### src/rtl/wd_mfm_pkg.sv
// Shared definitions for the MFM sync detector: FSM state encoding and default byte values.
package wd_mfm_pkg;

    typedef enum logic [1:0] {
        StHunt = 2'd0,
        StGap  = 2'd1,
        StLock = 2'd2
    } wd_state_e;

    localparam logic [7:0] GapByteDefault  = 8'h4E;
    localparam logic [7:0] MarkByteDefault = 8'hA1;

endpackage

### src/rtl/wd_byte_match.sv
// Purely combinational WIDTH-bit equality compare of a byte against a constant pattern.
module wd_byte_match #(
    parameter int unsigned WIDTH = 8
) (
    input  logic [WIDTH-1:0] data_i,
    input  logic [WIDTH-1:0] pattern_i,
    output logic             match_o
);

    assign match_o = (data_i == pattern_i);

endmodule

### src/rtl/wd_sync_detector.sv
// MFM sync detector: locks on a run of gap bytes and flags a following address mark.
// Mark detection is built only when WD_SYNC_MARK_EN is defined; otherwise mark_found is 0.
module wd_sync_detector
    import wd_mfm_pkg::*;
#(
    parameter int unsigned      WIDTH    = 8,
    parameter logic [WIDTH-1:0] GAP_VAL  = WIDTH'(GapByteDefault),
    parameter logic [WIDTH-1:0] MARK_VAL = WIDTH'(MarkByteDefault),
    parameter int unsigned      MIN_GAP  = 4,
    parameter int unsigned      CNT_W    = 6
) (
    input  logic             clk_50,
    input  logic             reset_n,
    input  logic             byte_valid,
    input  logic [WIDTH-1:0] byte_buffer,
    output logic             gap_seen,
    output logic             locked,
    output logic             mark_found,
    output logic [CNT_W-1:0] gap_count
);

    localparam logic [CNT_W-1:0] MinGapCnt = CNT_W'(MIN_GAP);
    localparam logic [CNT_W-1:0] CntMax    = {CNT_W{1'b1}};

    wd_state_e        state_q, state_d;
    logic [CNT_W-1:0] cnt_q, cnt_d, cnt_inc;
    logic             gap_seen_q, gap_seen_d;
    logic             locked_q, locked_d;
    logic             is_gap;

    wd_byte_match #(
        .WIDTH (WIDTH)
    ) u_gap_match (
        .data_i    (byte_buffer),
        .pattern_i (GAP_VAL),
        .match_o   (is_gap)
    );

`ifdef WD_SYNC_MARK_EN
    logic is_mark;
    logic mark_found_q, mark_found_d;

    wd_byte_match #(
        .WIDTH (WIDTH)
    ) u_mark_match (
        .data_i    (byte_buffer),
        .pattern_i (MARK_VAL),
        .match_o   (is_mark)
    );
`endif

    // Saturating increment: the count pins at all-ones rather than wrapping.
    assign cnt_inc = (cnt_q == CntMax) ? cnt_q : cnt_q + CNT_W'(1);

    always_comb begin
        state_d    = state_q;
        cnt_d      = cnt_q;
        gap_seen_d = gap_seen_q;
`ifdef WD_SYNC_MARK_EN
        mark_found_d = 1'b0;
`endif
        if (byte_valid) begin
            gap_seen_d = is_gap;
            unique case (state_q)
                StHunt: begin
                    if (is_gap) begin
                        cnt_d   = CNT_W'(1);
                        state_d = (MIN_GAP == 1) ? StLock : StGap;
                    end else begin
                        cnt_d = '0;
                    end
                end
                StGap: begin
                    if (is_gap) begin
                        cnt_d = cnt_inc;
                        if (cnt_inc >= MinGapCnt) state_d = StLock;
                    end else begin
                        cnt_d   = '0;
                        state_d = StHunt;
                    end
                end
                StLock: begin
                    if (is_gap) begin
                        cnt_d = cnt_inc;
                    end else begin
                        cnt_d   = '0;
                        state_d = StHunt;
`ifdef WD_SYNC_MARK_EN
                        mark_found_d = is_mark;
`endif
                    end
                end
                default: begin
                    cnt_d   = '0;
                    state_d = StHunt;
                end
            endcase
        end
        locked_d = (state_d == StLock);
    end

    always_ff @(negedge clk_50 or negedge reset_n) begin
        if (!reset_n) begin
            state_q    <= StHunt;
            cnt_q      <= '0;
            gap_seen_q <= 1'b0;
            locked_q   <= 1'b0;
        end else begin
            state_q    <= state_d;
            cnt_q      <= cnt_d;
            gap_seen_q <= gap_seen_d;
            locked_q   <= locked_d;
        end
    end

`ifdef WD_SYNC_MARK_EN
    always_ff @(negedge clk_50 or negedge reset_n) begin
        if (!reset_n) begin
            mark_found_q <= 1'b0;
        end else begin
            mark_found_q <= mark_found_d;
        end
    end

    assign mark_found = mark_found_q;
`else
    assign mark_found = 1'b0;
`endif

    assign gap_seen  = gap_seen_q;
    assign locked    = locked_q;
    assign gap_count = cnt_q;

endmodule

### config.mk
export PLATFORM = sky130hd
export DESIGN_NAME = wd_sync_detector
export DESIGN_NICKNAME = d
export VERILOG_FILES = /design/src/rtl/wd_mfm_pkg.sv /design/src/rtl/wd_byte_match.sv /design/src/rtl/wd_sync_detector.sv
export SDC_FILE = /design/constraint.sdc
export NUM_CORES = 1
export LEC_CHECK = 0
export BUFFER_PORTS_ARGS = -buffer_cell sky130_fd_sc_hd__buf_2
export CAP_MARGIN = 20
export CORE_ASPECT_RATIO = 0.75
export CORE_MARGIN = 1.5
export CORE_UTILIZATION = 35
export CTS_BUF_LIST = sky130_fd_sc_hd__clkbuf_8
export CTS_CLUSTER_SIZE = 8
export DETAILED_ROUTE_END_ITERATION = 10
export PLACE_DENSITY_LB_ADDON = 0.08
export RECOVER_POWER = 100
export SYNTH_ARGS = -nofsm -noshare
export SYNTH_HDL_FRONTEND = slang
export SYNTH_SLANG_ARGS = --single-unit
### constraint.sdc
create_clock -name clk_50 -period 2.1 [get_ports clk_50]
set_clock_uncertainty 0.05 [all_clocks]
set_input_delay 0.42 -clock clk_50 [delete_from_list [all_inputs] [get_ports clk_50]]
set_output_delay 0.42 -clock clk_50 [all_outputs]
set_load 0.02 [all_outputs]
## Word-level counts from Yosys, hierarchy flattened

Index checks and enable logic that the tools add are counted.

- Add/sub/neg operators: 1
- $lt $le $gt $ge: 1
- Eq/ne operators: 5
- Multiplexer cells: 10
- Reductions and logical operators: 2

Operators with widths:

| cell | count |
|---|---|
| $mux 6 | 2 |
| $pmux 6 s2 | 1 |
| $mux 2 | 5 |
| $eq 8x7->1 const B | 1 |
| $add 6x1->6 const B | 1 |
| $eq 6x6->1 const B | 1 |
| $ge 6x3->1 const B | 1 |
| $pmux 2 s3 | 1 |
| $eq 2x2->1 const B | 2 |
| $eq 2x1->1 const B | 1 |
| $logic_not 2->1 | 1 |
| $reduce_or 2->1 | 1 |
| $mux 1 | 1 |

- Register bits: 10
- Input bits: 11
- Output and inout bits: 9
- Logic and storage cells: 23

## Longest topological paths before layout

Gate-level depths: netlist of the first run.

- Word-level depth: 8
- Depth in mapped cells: 6
- Gate-level depth less buffers: 6

## Cells and area by module

A second synthesis of the first run with hierarchy kept.

- Cells, all modules: 87
- Area, all modules: 780.7 um^2

Modules (own cells, without submodules):

| module | times used | cells an instance | area each (um^2) | sequential area each (um^2) |
|---|---|---|---|---|
| wd_sync_detector | 1 | 76 | 694.4 | 250.2 |
| wd_byte_match | 1 | 11 | 86.3 | 0.0 |

==> results.md, run 1 <==
| Group | Metric | This run |
|---|---|---|
| status | Run status | finished, violations left |
| status | Violated checks | setup timing |
| drt | Iteration-0 DRC Markers | 7 |
| drt | Count of nets left with antenna violations after detail routing | 0 |
| yosys | Cell count after synthesis | 84 |
| setup path | CP Launch Type | input pin |
| pwr | Peak ir drop on the vdd network | 0.654 mV |
| worst hold path | Terminating pin of the worst hold path | gap_seen$_DFFE_NN0P_ |
| yosys | Share of Yosys cell area claimed by the top area cell type | 0.348 |
| cells and area | Area of the multi-input gates | 469 sq um |
| place | Port Buf Inserts | 18 |
| yosys | Portion of the post-synthesis area used by sequential elements | 0.348 |
| grt | Grt total ovfl | 0 |
| yosys | Post-Synthesis Net Count | 100 |
| setup path | CP Capture Type | register |
| setup path | Data arrival at the endpoint of the critical path | 1660 ps |
| pwr | Pwr per Cell Area | 662 nW/um^2 |
| drt | Vias per std cell | 5.19 |
| yosys | Average size of a mapped cell | 8.55 sq um |
| place | DPL Wire Length | 1.39 mm |
| floorplan | Die Outline Area | 2340 sq um |
| worst hold path | Hold Startpoint | gap_seen$_DFFE_NN0P_ |
| drt | Final routed DRC violation total | 0 |
| grt | Maximum number of pins on one net before global-route repair | 11 |
| clock tree | Number of levels the H-tree was split into | 1 |
| grt | Global-route usage over all layers | 0.180 |
| job | Max-capacitance violation count | 0 |
| sta | Setup violations, final | 18 |
| drt | WL per Instance | 13.1 um |
| setup path | Largest delay contributor family on the critical path | simple AND/OR/NAND/NOR gates |
| place | Post-place setup slack | -874 ps |
| setup path | Biggest cell delay along the critical path | 540 ps |
| sta | Unrepaired setup endpoints after global routing | true |
| clock tree | Clock buffers created by TritonCTS | 3 |
| floorplan | Number of rows in the core area | 13 |
| clock tree | Clock tree from TritonCTS | built |
| drt | Via count | 753 |
| setup path | Cell with the biggest individual delay on the critical path | sky130_fd_sc_hd__or4b_4 |
| floorplan | Initial core utilization | 0.394 |
| clock tree | Clock-pin slew reported for the worst setup and hold paths after clock tree synthesis | 40 ps |
| worst hold path | Kind of path behind the tightest hold check | reg -> reg |
| sta | Worst rel slew slack | 0.631 |
| yosys | Synth unique cells | 36 |
| floorplan | Die height | 42.2 um |
| place | Instance count after placement with tap cells included | 137 |
| yosys | Syn Std Cell Area | 718 sq um |
| cells and area | Ratio of cells with drive above 1 in the final layout | 0.407 |
| yosys | Dominant cell by count in the synthesized netlist | sky130_fd_sc_hd__dfrtn_1 |
| floorplan | Core box area | 1820 sq um |
| clock tree | Number of buffers on the longest clock path | 2 |
| sta | Final-layout setup total negative slack | -6170 ps |
| cells and area | Sequential cell area in the final layout | 250 sq um |
| setup path | Destination of the worst register-to-register timing path | locked$_DFF_NN0_ |
| cells and area | Total number of nets in the final design | 140 |
| setup path | Worst Setup Path Type | in -> reg |
| setup path | Buffers & Inverters on Critical Path | 1 |
| yosys | Top FF cell, synth | sky130_fd_sc_hd__dfrtn_1 |
| pwr | Leakage power | 0.521 nW |
| clock tree | Total of hold buffers inserted after clock tree synthesis | 0 |
| sta | Worst hold margin | 444 ps |
| cells and area | Core Util, Final | 0.619 |
| setup path | FF-to-FF path depth | 7 |
| clock tree | Total number of clock tree sinks | 10 |
| cells and area | Diodes inserted | 0 |
| grt | Number of global-route vias before repair | 747 |
| yosys | Yosys synthesis warning count | 0 |
| drt | Final wirelength | 1.90 mm |
| setup path | Crit path cell chain | buf_6, or4b_4, or2_4, a311oi_4, a22oi_1 |
| yosys | Dominant cell type by area after synthesis | sky130_fd_sc_hd__dfrtn_1 |
| yosys | Fraction of registers with async set/reset | 1.00 |
| worst hold path | WHS Path Cells | 1 |
| drt | 1st-pass router iterations | 4 |
| clock tree | Insertion delay to the later sink of the worst-skew pair | 250 ps |
| sta | Final Worst Setup Slack | -578 ps |
| setup path | Highest net fanout along the worst path | 3 |
| floorplan | Number of top-level pins | 20 |
| grt | First-pass GRT wire length | 3.27 mm |
| yosys | Number of flip-flops and latches in the synthesized netlist | 10 |
| yosys | Post-synth EDFFs | 0 |
| sta | Slew Viols, Final | 0 |
| setup path | Slack of the worst reg-to-reg path | 120 ps |
| cells and area | Layout area overhead | 57.0% |
| yosys | Top cells by count, synth | sky130_fd_sc_hd__dfrtn_1, sky130_fd_sc_hd__nand2_1, sky130_fd_sc_hd__inv_1, sky130_fd_sc_hd__nor2_1, sky130_fd_sc_hd__a21oi_1 |
| grt | Initial antenna violation count | 0 |
| place | GPL Wtd Cong | 0.781 |
| floorplan | Die W | 55.3 um |
| cells and area | Fillers | 165 |
| sta | Actual slew at the worst max-slew pin | 553 ps |
| setup path | Crit path required time | 1080 ps |
| clock tree | Root Driver | sky130_fd_sc_hd__clkbuf_8 |
| cells and area | Non-filler cells in the finished layout | 145 |
| sta | Final hold violations | 0 |
| yosys | Synth top area cells | sky130_fd_sc_hd__dfrtn_1, sky130_fd_sc_hd__ha_1, sky130_fd_sc_hd__nand2_1, sky130_fd_sc_hd__a21oi_1, sky130_fd_sc_hd__inv_1 |
| setup path | Reg2reg start | gap_count[0]$_DFFE_NN0P_ |
what timing repair did:
action | in CTS | in global routing
gates cloned | 0 | 0
setup buffers | 2 | 2
endpoints found under the setup margin | 18 | 18
gates resized for setup | 21 | 4
pin swaps | 6 | 3
per-stage QoR:
stage	cell area [sq um]	total power, mW
floorplan	724	0.386
finish	1130	0.746
CTS	1090	0.731
global placement	947	0.465
detailed placement	947	0.463
global route	1130	0.808
flip-flops by register name, indices dropped and copies added, names as in the netlist:
signal / count
gap_count: 6
state_q: 2
gap_seen: 1
locked: 1
layout make-up:
class	count	area share
clock buffers	4	0.0488
inverters	7	0.0233
multi-input cells	64	0.416
flip-flops and latches	10	0.222
well taps	22	0.0244
repair buffers	38	0.265
logic make-up (layout without fill, tap and decap cells):
logic type               count (synthesis)  after routing  share of synthesized area
buffers and inverters                   10             49                     0.0575
AND/OR/NAND/NOR                         35             35                      0.277
multiplexers                             1              1                     0.0157
other                                    1              1                    0.00522
adder cells (fa/ha/maj)                  5              5                     0.0871
AO/OA/AOI/OAI                           22             22                      0.209
flip-flops                              10             10                      0.348
worst max-delay path by stage:
| stage | to | start | slack, ps | cells past startpoint |
|---|---|---|---|---|
| 5_1_grt | locked$_DFF_NN0_ | byte_buffer[5] | -620 | 5 |
| 4_1_cts | locked$_DFF_NN0_ | byte_buffer[5] | -550 | 6 |
| 6_report | locked$_DFF_NN0_ | byte_buffer[5] | -580 | 5 |
| 3_5_place_dp | gap_count[0]$_DFFE_NN0P_ | byte_buffer[7] | -870 | 5 |
| 3_3_place_gp | locked$_DFF_NN0_ | byte_buffer[7] | -840 | 5 |
| 2_1_floorplan | locked$_DFF_NN0_ | byte_buffer[7] | -750 | 4 |
report_power, final:
group / switching (mW) / internal (mW) / total [mW] / leakage [nW]
Combinational: 0.155 / 0.123 / 0.278 / 0.356
Sequential: 0.0124 / 0.216 / 0.228 / 0.136
Clock: 0.0750 / 0.165 / 0.240 / 0.0288
Total: 0.242 / 0.504 / 0.746 / 0.521
metal layers:
| layer | up-vias | GRT usage | routed length [um] |
|---|---|---|---|
| li1 | 377 | - | - |
| met5 | - | 0 | 0 |
| met1 | 348 | 0.229 | 917 |
| met4 | 0 | 0.0537 | 13 |
| met2 | 26 | 0.286 | 850 |
| met3 | 2 | 0.0648 | 114 |
layout by cell type (no fill, tap or decap), types with 2 or more instances in the layout:
cell and count:
sky130_fd_sc_hd__dfrtn_1 10, sky130_fd_sc_hd__a21oi_1 5, sky130_fd_sc_hd__nand2_1 9, sky130_fd_sc_hd__buf_4 19
sky130_fd_sc_hd__nor2b_1 2, sky130_fd_sc_hd__ha_1 5, sky130_fd_sc_hd__buf_6 10, sky130_fd_sc_hd__a31oi_1 2
sky130_fd_sc_hd__o21ai_1 3, sky130_fd_sc_hd__inv_1 7, sky130_fd_sc_hd__nand3_1 5, sky130_fd_sc_hd__clkbuf_8 4
sky130_fd_sc_hd__buf_2 8, sky130_fd_sc_hd__nand2b_1 2, sky130_fd_sc_hd__nor2_1 6
Power figures use the tool's default switching activity.
==> run 2, diff against run 1 <==
Settings changed: CELL_PAD_IN_SITES_DETAIL_PLACEMENT set to 0, CELL_PAD_IN_SITES_GLOBAL_PLACEMENT set to 1.
==> results.md, run 2 (synthesized netlist as in run 1, its figures left out) <==
| Group | Metric | This run | vs previous |
|---|---|---|---|
| cells and area | Layout area overhead | 58.5% |  |
| sta | Setup violations, final | 18 | unchanged |
| setup path | CP Launch Type | input pin |  |
| pwr | Proportion of total power due to net switching | 0.340 | +0.0155 |
| sta | Actual slew at the worst max-slew pin | 558 ps | +5.15 ps |
| cells and area | Sequential cell area in the final layout | 250 sq um | unchanged |
| pwr | Leakage power | 0.523 nW | +0.43% |
| cells and area | Most common cell after layout, fill and taps aside | sky130_fd_sc_hd__buf_4 |  |
| setup path | Largest delay contributor family on the critical path | simple AND/OR/NAND/NOR gates |  |
| grt | Number of global-route vias before repair | 701 | -6.2% |
| setup path | Slack of the worst reg-to-reg path | 0 ps | -120 ps |
| worst hold path | Kind of path behind the tightest hold check | reg -> reg |  |
| clock tree | Clock buffers created by TritonCTS | 3 | unchanged |
| floorplan | Die Outline Area | 2340 sq um | unchanged |
| grt | Global-route usage over all layers | 0.173 | -0.00681 |
| clock tree | Number of buffers on the longest clock path | 2 | unchanged |
| drt | Vias per std cell | 5.12 | -1.3% |
| pwr | Final Total Pwr | 749 uW | +0.45% |
| clock tree | Insertion delay to the later sink of the worst-skew pair | 260 ps | about the same |
| status | Violated checks | setup timing |  |
| drt | 1st-pass router iterations | 4 | unchanged |
| cells and area | Area of the multi-input gates | 477 sq um | +1.6% |
| grt | Initial antenna violation count | 0 | unchanged |
| setup path | Highest net fanout along the worst path | 3 | unchanged |
| floorplan | Die height | 42.2 um | unchanged |
| clock tree | Clock-pin slew reported for the worst setup and hold paths after clock tree synthesis | 40 ps | about the same |
| setup path | Cell with the biggest individual delay on the critical path | sky130_fd_sc_hd__or4b_4 |  |
| status | Run status | finished, violations left |  |
| setup path | Worst Setup Path Type | in -> reg |  |
| pwr | Sequential Power Share | 0.325 | +0.019 |
| clock tree | Number of levels the H-tree was split into | 1 | unchanged |
| setup path | Biggest cell delay along the critical path | 540 ps | about the same |
| clock tree | Total number of clock tree sinks | 10 | unchanged |
| cells and area | Non-filler cells in the finished layout | 146 | +0.69% |
| drt | WL per Instance | 12.9 um | -1.6% |
| cells and area | Fillers | 162 | -1.8% |
| sta | Worst rel slew slack | 0.628 | -0.00343 |
| floorplan | Core box area | 1820 sq um | unchanged |
| pwr | Proportion of power drawn by the clock network | 0.325 | +0.003 |
| cells and area | Diodes inserted | 0 | unchanged |
| setup path | Crit path required time | 1080 ps | about the same |
| clock tree | Clock tree from TritonCTS | built |  |
| cells and area | Most frequent cells in the layout | sky130_fd_sc_hd__buf_4, sky130_fd_sc_hd__dfrtn_1, sky130_fd_sc_hd__buf_6 |  |
| sta | Slew Viols, Final | 0 | unchanged |
| pwr | Internal power of the cells | 495 uW | -1.8% |
| place | Port Buf Inserts | 18 | unchanged |
| place | GPL Wtd Cong | 0.837 | +7.2% |
| cells and area | Ratio of cells with drive above 1 in the final layout | 0.427 | +0.0209 |
| pwr | Pwr per Cell Area | 658 nW/um^2 | -0.54% |
| drt | Count of nets left with antenna violations after detail routing | 0 | unchanged |
| cells and area | Total number of nets in the final design | 141 | +0.71% |
| setup path | CP Capture Type | register |  |
| grt | First-pass GRT wire length | 3.17 mm | -3.1% |
| sta | Final Worst Setup Slack | -606 ps | -28.4 ps |
| drt | Iteration-0 DRC Markers | 17 | +10 |
| pwr | Sw Pwr | 255 uW | +5.2% |
| place | DPL Wire Length | 1.39 mm | -0.59% |
| floorplan | Initial core utilization | 0.394 | unchanged |
| pwr | Peak ir drop on the vdd network | 0.559 mV | -14% |
| sta | Unrepaired setup endpoints after global routing | true |  |
| setup path | Data arrival at the endpoint of the critical path | 1690 ps | +30 ps |
| place | Instance count after placement with tap cells included | 137 | unchanged |
| floorplan | Die W | 55.3 um | unchanged |
| grt | Maximum number of pins on one net before global-route repair | 11 | unchanged |
| drt | Final routed DRC violation total | 0 | unchanged |
| job | Max-capacitance violation count | 0 | unchanged |
| drt | Via count | 748 | -0.66% |
| setup path | Buffers & Inverters on Critical Path | 1 | unchanged |
| cells and area | Flip-flop count of the largest register, all copies and words added | 6 | unchanged |
| drt | Final wirelength | 1.88 mm | -0.90% |
| floorplan | Number of top-level pins | 20 | unchanged |
| setup path | Crit path cell chain | buf_6, or4b_4, or2_4, a311oi_4, a22oi_2 |  |
| sta | Final hold violations | 0 | unchanged |
| floorplan | Number of rows in the core area | 13 | unchanged |
| grt | Grt total ovfl | 0 | unchanged |
| pwr | Share of total power in combinational logic | 0.349 | -0.023 |
| clock tree | Root Driver | sky130_fd_sc_hd__clkbuf_8 |  |
-- run 2: area by class of cell --
type                       instances  share of cell area
timing repair buffer              39               0.266
sequential                        10               0.220
clock buffer                       4              0.0484
tap                               22              0.0242
inverter                           7              0.0231
multi-input combinational         64               0.419
-- run 2: power groups by stage --
| stage | clock network (mW) | logic, mW | registers [mW] |
|---|---|---|---|
| after floorplan | 0 | 0.138 | 0.247 |
| after global placement | 0 | 0.209 | 0.240 |
| after detailed placement | 0 | 0.213 | 0.238 |
| after CTS | 0.249 | 0.229 | 0.239 |
| after global routing | 0.260 | 0.296 | 0.245 |
| final | 0.244 | 0.262 | 0.244 |
-- run 2: final timing paths --
kind                                          start                       end  depth (start not counted)
max                                  byte_buffer[7]          locked$_DFF_NN0_                          5
min                            gap_seen$_DFFE_NN0P_      gap_seen$_DFFE_NN0P_                          1
max reg2reg                gap_count[1]$_DFFE_NN0P_          locked$_DFF_NN0_                          8
min reg2reg                    gap_seen$_DFFE_NN0P_      gap_seen$_DFFE_NN0P_                          1
max in group asynchronous                   reset_n  gap_count[3]$_DFFE_NN0P_                          1
min in group asynchronous                   reset_n  gap_count[0]$_DFFE_NN0P_                          1
-- run 2: timing repair --
action,in CTS,in global routing
setup endpoints to repair,18,18
hold buffers,0,0
setup buffers,2,3
gates resized for setup,20,5
pin swaps,4,0
-- run 2: routing by layer --
layer,global-route usage,wire [um],vias up,share of wire
met4,0.0439,22,0,0.012
met2,0.262,807,22,0.43
met1,0.235,943,342,0.50
met5,0,0,-,0
met3,0.0586,105,4,0.056
li1,-,-,380,-
-- run 2: per-stage QoR --
step           area (sq um)  utilization  worst slack, ps  hold WS [ps]  TNS [ps]
2_1_floorplan           724            -             -754           509     -5370
3_3_place_gp            947        0.520             -842           400     -7340
3_5_place_dp            947        0.520             -885           406     -7570
4_1_cts                1090        0.598             -600           436     -6180
5_1_grt                1140        0.625             -661           452     -6990
6_report               1140        0.625             -606           433     -6240
==> run 3, diff against run 2 <==
Settings changed: CORE_MARGIN 1.5 to not set.
Clock period 2.1 ns to 2.4 ns, I/O delays scaled along.
==> results.md, run 3 (synthesized netlist as in run 1, its figures left out) <==
| Group | Metric | This run | vs previous |
|---|---|---|---|
| status | Run status | finished, violations left |  |
| status | Violated checks | setup timing |  |
| sta | Slew Viols, Final | 0 | unchanged |
| floorplan | Core box area | 1820 sq um | unchanged |
| sta | Final Worst Setup Slack | -512 ps | +94.4 ps |
| setup path | Crit path required time | 1230 ps | +150 ps |
| cells and area | Total number of nets in the final design | 141 | unchanged |
| sta | Actual slew at the worst max-slew pin | 567 ps | +8.25 ps |
| worst hold path | Hold Startpoint | gap_seen$_DFFE_NN0P_ |  |
| setup path | Highest net fanout along the worst path | 3 | unchanged |
| floorplan | Die Outline Area | 2240 sq um | -4.1% |
| drt | Iteration-0 DRC Markers | 22 | +5 |
| grt | Number of global-route vias before repair | 693 | -1.1% |
| floorplan | Number of top-level pins | 20 | unchanged |
| cells and area | Most frequent cells in the layout | sky130_fd_sc_hd__buf_4, sky130_fd_sc_hd__dfrtn_1, sky130_fd_sc_hd__buf_6 |  |
| setup path | CP Launch Type | input pin |  |
| sta | Final hold violations | 0 | unchanged |
| cells and area | Finished layout cell area | 1130 sq um | -0.44% |
| cells and area | Flip-flop count of the largest register, all copies and words added | 6 | unchanged |
| clock tree | Insertion delay to the later sink of the worst-skew pair | 260 ps | about the same |
| clock tree | Total number of clock tree sinks | 10 | unchanged |
| drt | Count of nets left with antenna violations after detail routing | 0 | unchanged |
| grt | Global-route usage over all layers | 0.205 | +0.0318 |
| pwr | Leakage power | 0.522 nW | -0.10% |
| clock tree | Total of hold buffers inserted after clock tree synthesis | 0 | unchanged |
| clock tree | Clock-pin slew reported for the worst setup and hold paths after clock tree synthesis | 40 ps | about the same |
| drt | Final routed DRC violation total | 0 | unchanged |
| grt | Grt total ovfl | 0 | unchanged |
| place | DPL Wire Length | 1.43 mm | +3.5% |
| setup path | Data arrival at the endpoint of the critical path | 1740 ps | +50 ps |
| clock tree | Clock tree from TritonCTS | built |  |
| cells and area | Non-filler cells in the finished layout | 146 | unchanged |
| clock tree | Number of levels the H-tree was split into | 1 | unchanged |
| drt | Final wirelength | 1.99 mm | +6.1% |
| grt | Initial antenna violation count | 0 | unchanged |
| pwr | Pwr per Cell Area | 581 nW/um^2 | -12% |
| place | GPL Wtd Cong | 0.851 | +1.6% |
| place | Instance count after placement with tap cells included | 135 | -1.5% |
| sta | Unrepaired setup endpoints after global routing | true |  |
| grt | Maximum number of pins on one net before global-route repair | 11 | unchanged |
| sta | Setup violations, final | 18 | unchanged |
| floorplan | Die W | 54.3 um | -1.8% |
| floorplan | Number of rows in the core area | 13 | unchanged |
| grt | First-pass GRT wire length | 3.09 mm | -2.4% |
| cells and area | Diodes inserted | 0 | unchanged |
| place | Placed cell area | 932 sq um | -1.6% |
| cells and area | Most common cell after layout, fill and taps aside | sky130_fd_sc_hd__buf_4 |  |
| pwr | Peak ir drop on the vdd network | 0.514 mV | -8.1% |
| sta | Worst rel slew slack | 0.622 | -0.00550 |
| clock tree | Clock buffers created by TritonCTS | 3 | unchanged |
| setup path | Worst Setup Path Type | in -> reg |  |
| floorplan | Initial core utilization | 0.394 | unchanged |
| drt | Vias per std cell | 5.25 | +2.5% |
| floorplan | Die height | 41.2 um | -2.4% |
| setup path | CP startpoint | byte_buffer[7] |  |
| drt | 1st-pass router iterations | 5 | +1 |
| drt | Via count | 767 | +2.5% |
| cells and area | Ratio of cells with drive above 1 in the final layout | 0.427 | unchanged |
| place | Port Buf Inserts | 18 | unchanged |
| cells and area | Fillers | 153 | -5.6% |
| drt | WL per Instance | 13.7 um | +6.1% |
| worst hold path | Kind of path behind the tightest hold check | reg -> reg |  |
| clock tree | Number of buffers on the longest clock path | 2 | unchanged |
| job | Max-capacitance violation count | 0 | unchanged |
| setup path | CP Capture Type | register |  |
| cells and area | Layout area overhead | 57.8% |  |
| clock tree | Root Driver | sky130_fd_sc_hd__clkbuf_8 |  |
| setup path | Reg2reg start | gap_count[1]$_DFFE_NN0P_ |  |
## run 3: cell types whose count changed in the layout (fill, tap and decap cells not counted)
cell,previous run,this run
sky130_fd_sc_hd__nor2_4,1,0
sky130_fd_sc_hd__nor2_2,0,1
## run 3: final cells by class
| type | count | area (sq um) | area share |
|---|---|---|---|
| flip-flops and latches | 10 | 250 | 0.221 |
| well taps | 22 | 27.5 | 0.0243 |
| clock buffers | 4 | 55.1 | 0.0486 |
| inverters | 7 | 26.3 | 0.0232 |
| repair buffers | 39 | 303 | 0.267 |
| multi-input cells | 64 | 472 | 0.416 |
## run 3: final timing paths
kind | end | slack, ps | cells after the start
worst min register to register | gap_seen$_DFFE_NN0P_ | 430 | 1
worst max-delay path | locked$_DFF_NN0_ | -510 | 5
worst min-delay path | gap_seen$_DFFE_NN0P_ | 430 | 1
min in group asynchronous | gap_count[0]$_DFFE_NN0P_ | 1230 | 1
max in group asynchronous | gap_count[2]$_DFFE_NN0P_ | 670 | 1
worst max register to register | locked$_DFF_NN0_ | 280 | 8
## run 3: critical path, stage by stage
cell,delay (ps)
sky130_fd_sc_hd__buf_6,90
sky130_fd_sc_hd__or4b_4,530
sky130_fd_sc_hd__or2_4,270
sky130_fd_sc_hd__a311oi_4,290
sky130_fd_sc_hd__a22oi_2,80
## run 3: repair_timing
| action | 4_1_cts | 5_1_grt |
|---|---|---|
| buffers inserted | 3 | 4 |
| pin swaps | 4 | 2 |
| endpoints found under the setup margin | 18 | 18 |
| gates cloned | 0 | 0 |
| resized for setup | 19 | 5 |
| endpoints found under the hold margin | 0 | 0 |
## run 3: power by group
group          switching [mW]  internal [mW]
combinational           0.133         0.0986
sequential             0.0249          0.189
clock                  0.0695          0.144
total                   0.227          0.432
## run 3: per-stage QoR
stage               setup TNS [ps]  power, mW  hold WS [ps]   util  setup slack, ps
floorplan                    -4470      0.337           509      -             -664
global placement             -6440      0.391           400  0.512             -756
detailed placement           -6640      0.394           407  0.512             -797
CTS                          -4650      0.629           437  0.591             -508
global route                 -5370      0.702           441  0.622             -556
finish                       -4790      0.659           435  0.622             -512
## run 3: layer usage
| metal | routed length [um] | share of wire | up-vias | track usage |
|---|---|---|---|---|
| met2 | 855 | 0.43 | 41 | 0.311 |
| met3 | 114 | 0.057 | 6 | 0.0704 |
| met5 | 0 | 0 | - | 0 |
| met4 | 18 | 0.0090 | 0 | 0.0513 |
| li1 | - | - | 382 | - |
| met1 | 1010 | 0.51 | 338 | 0.275 |
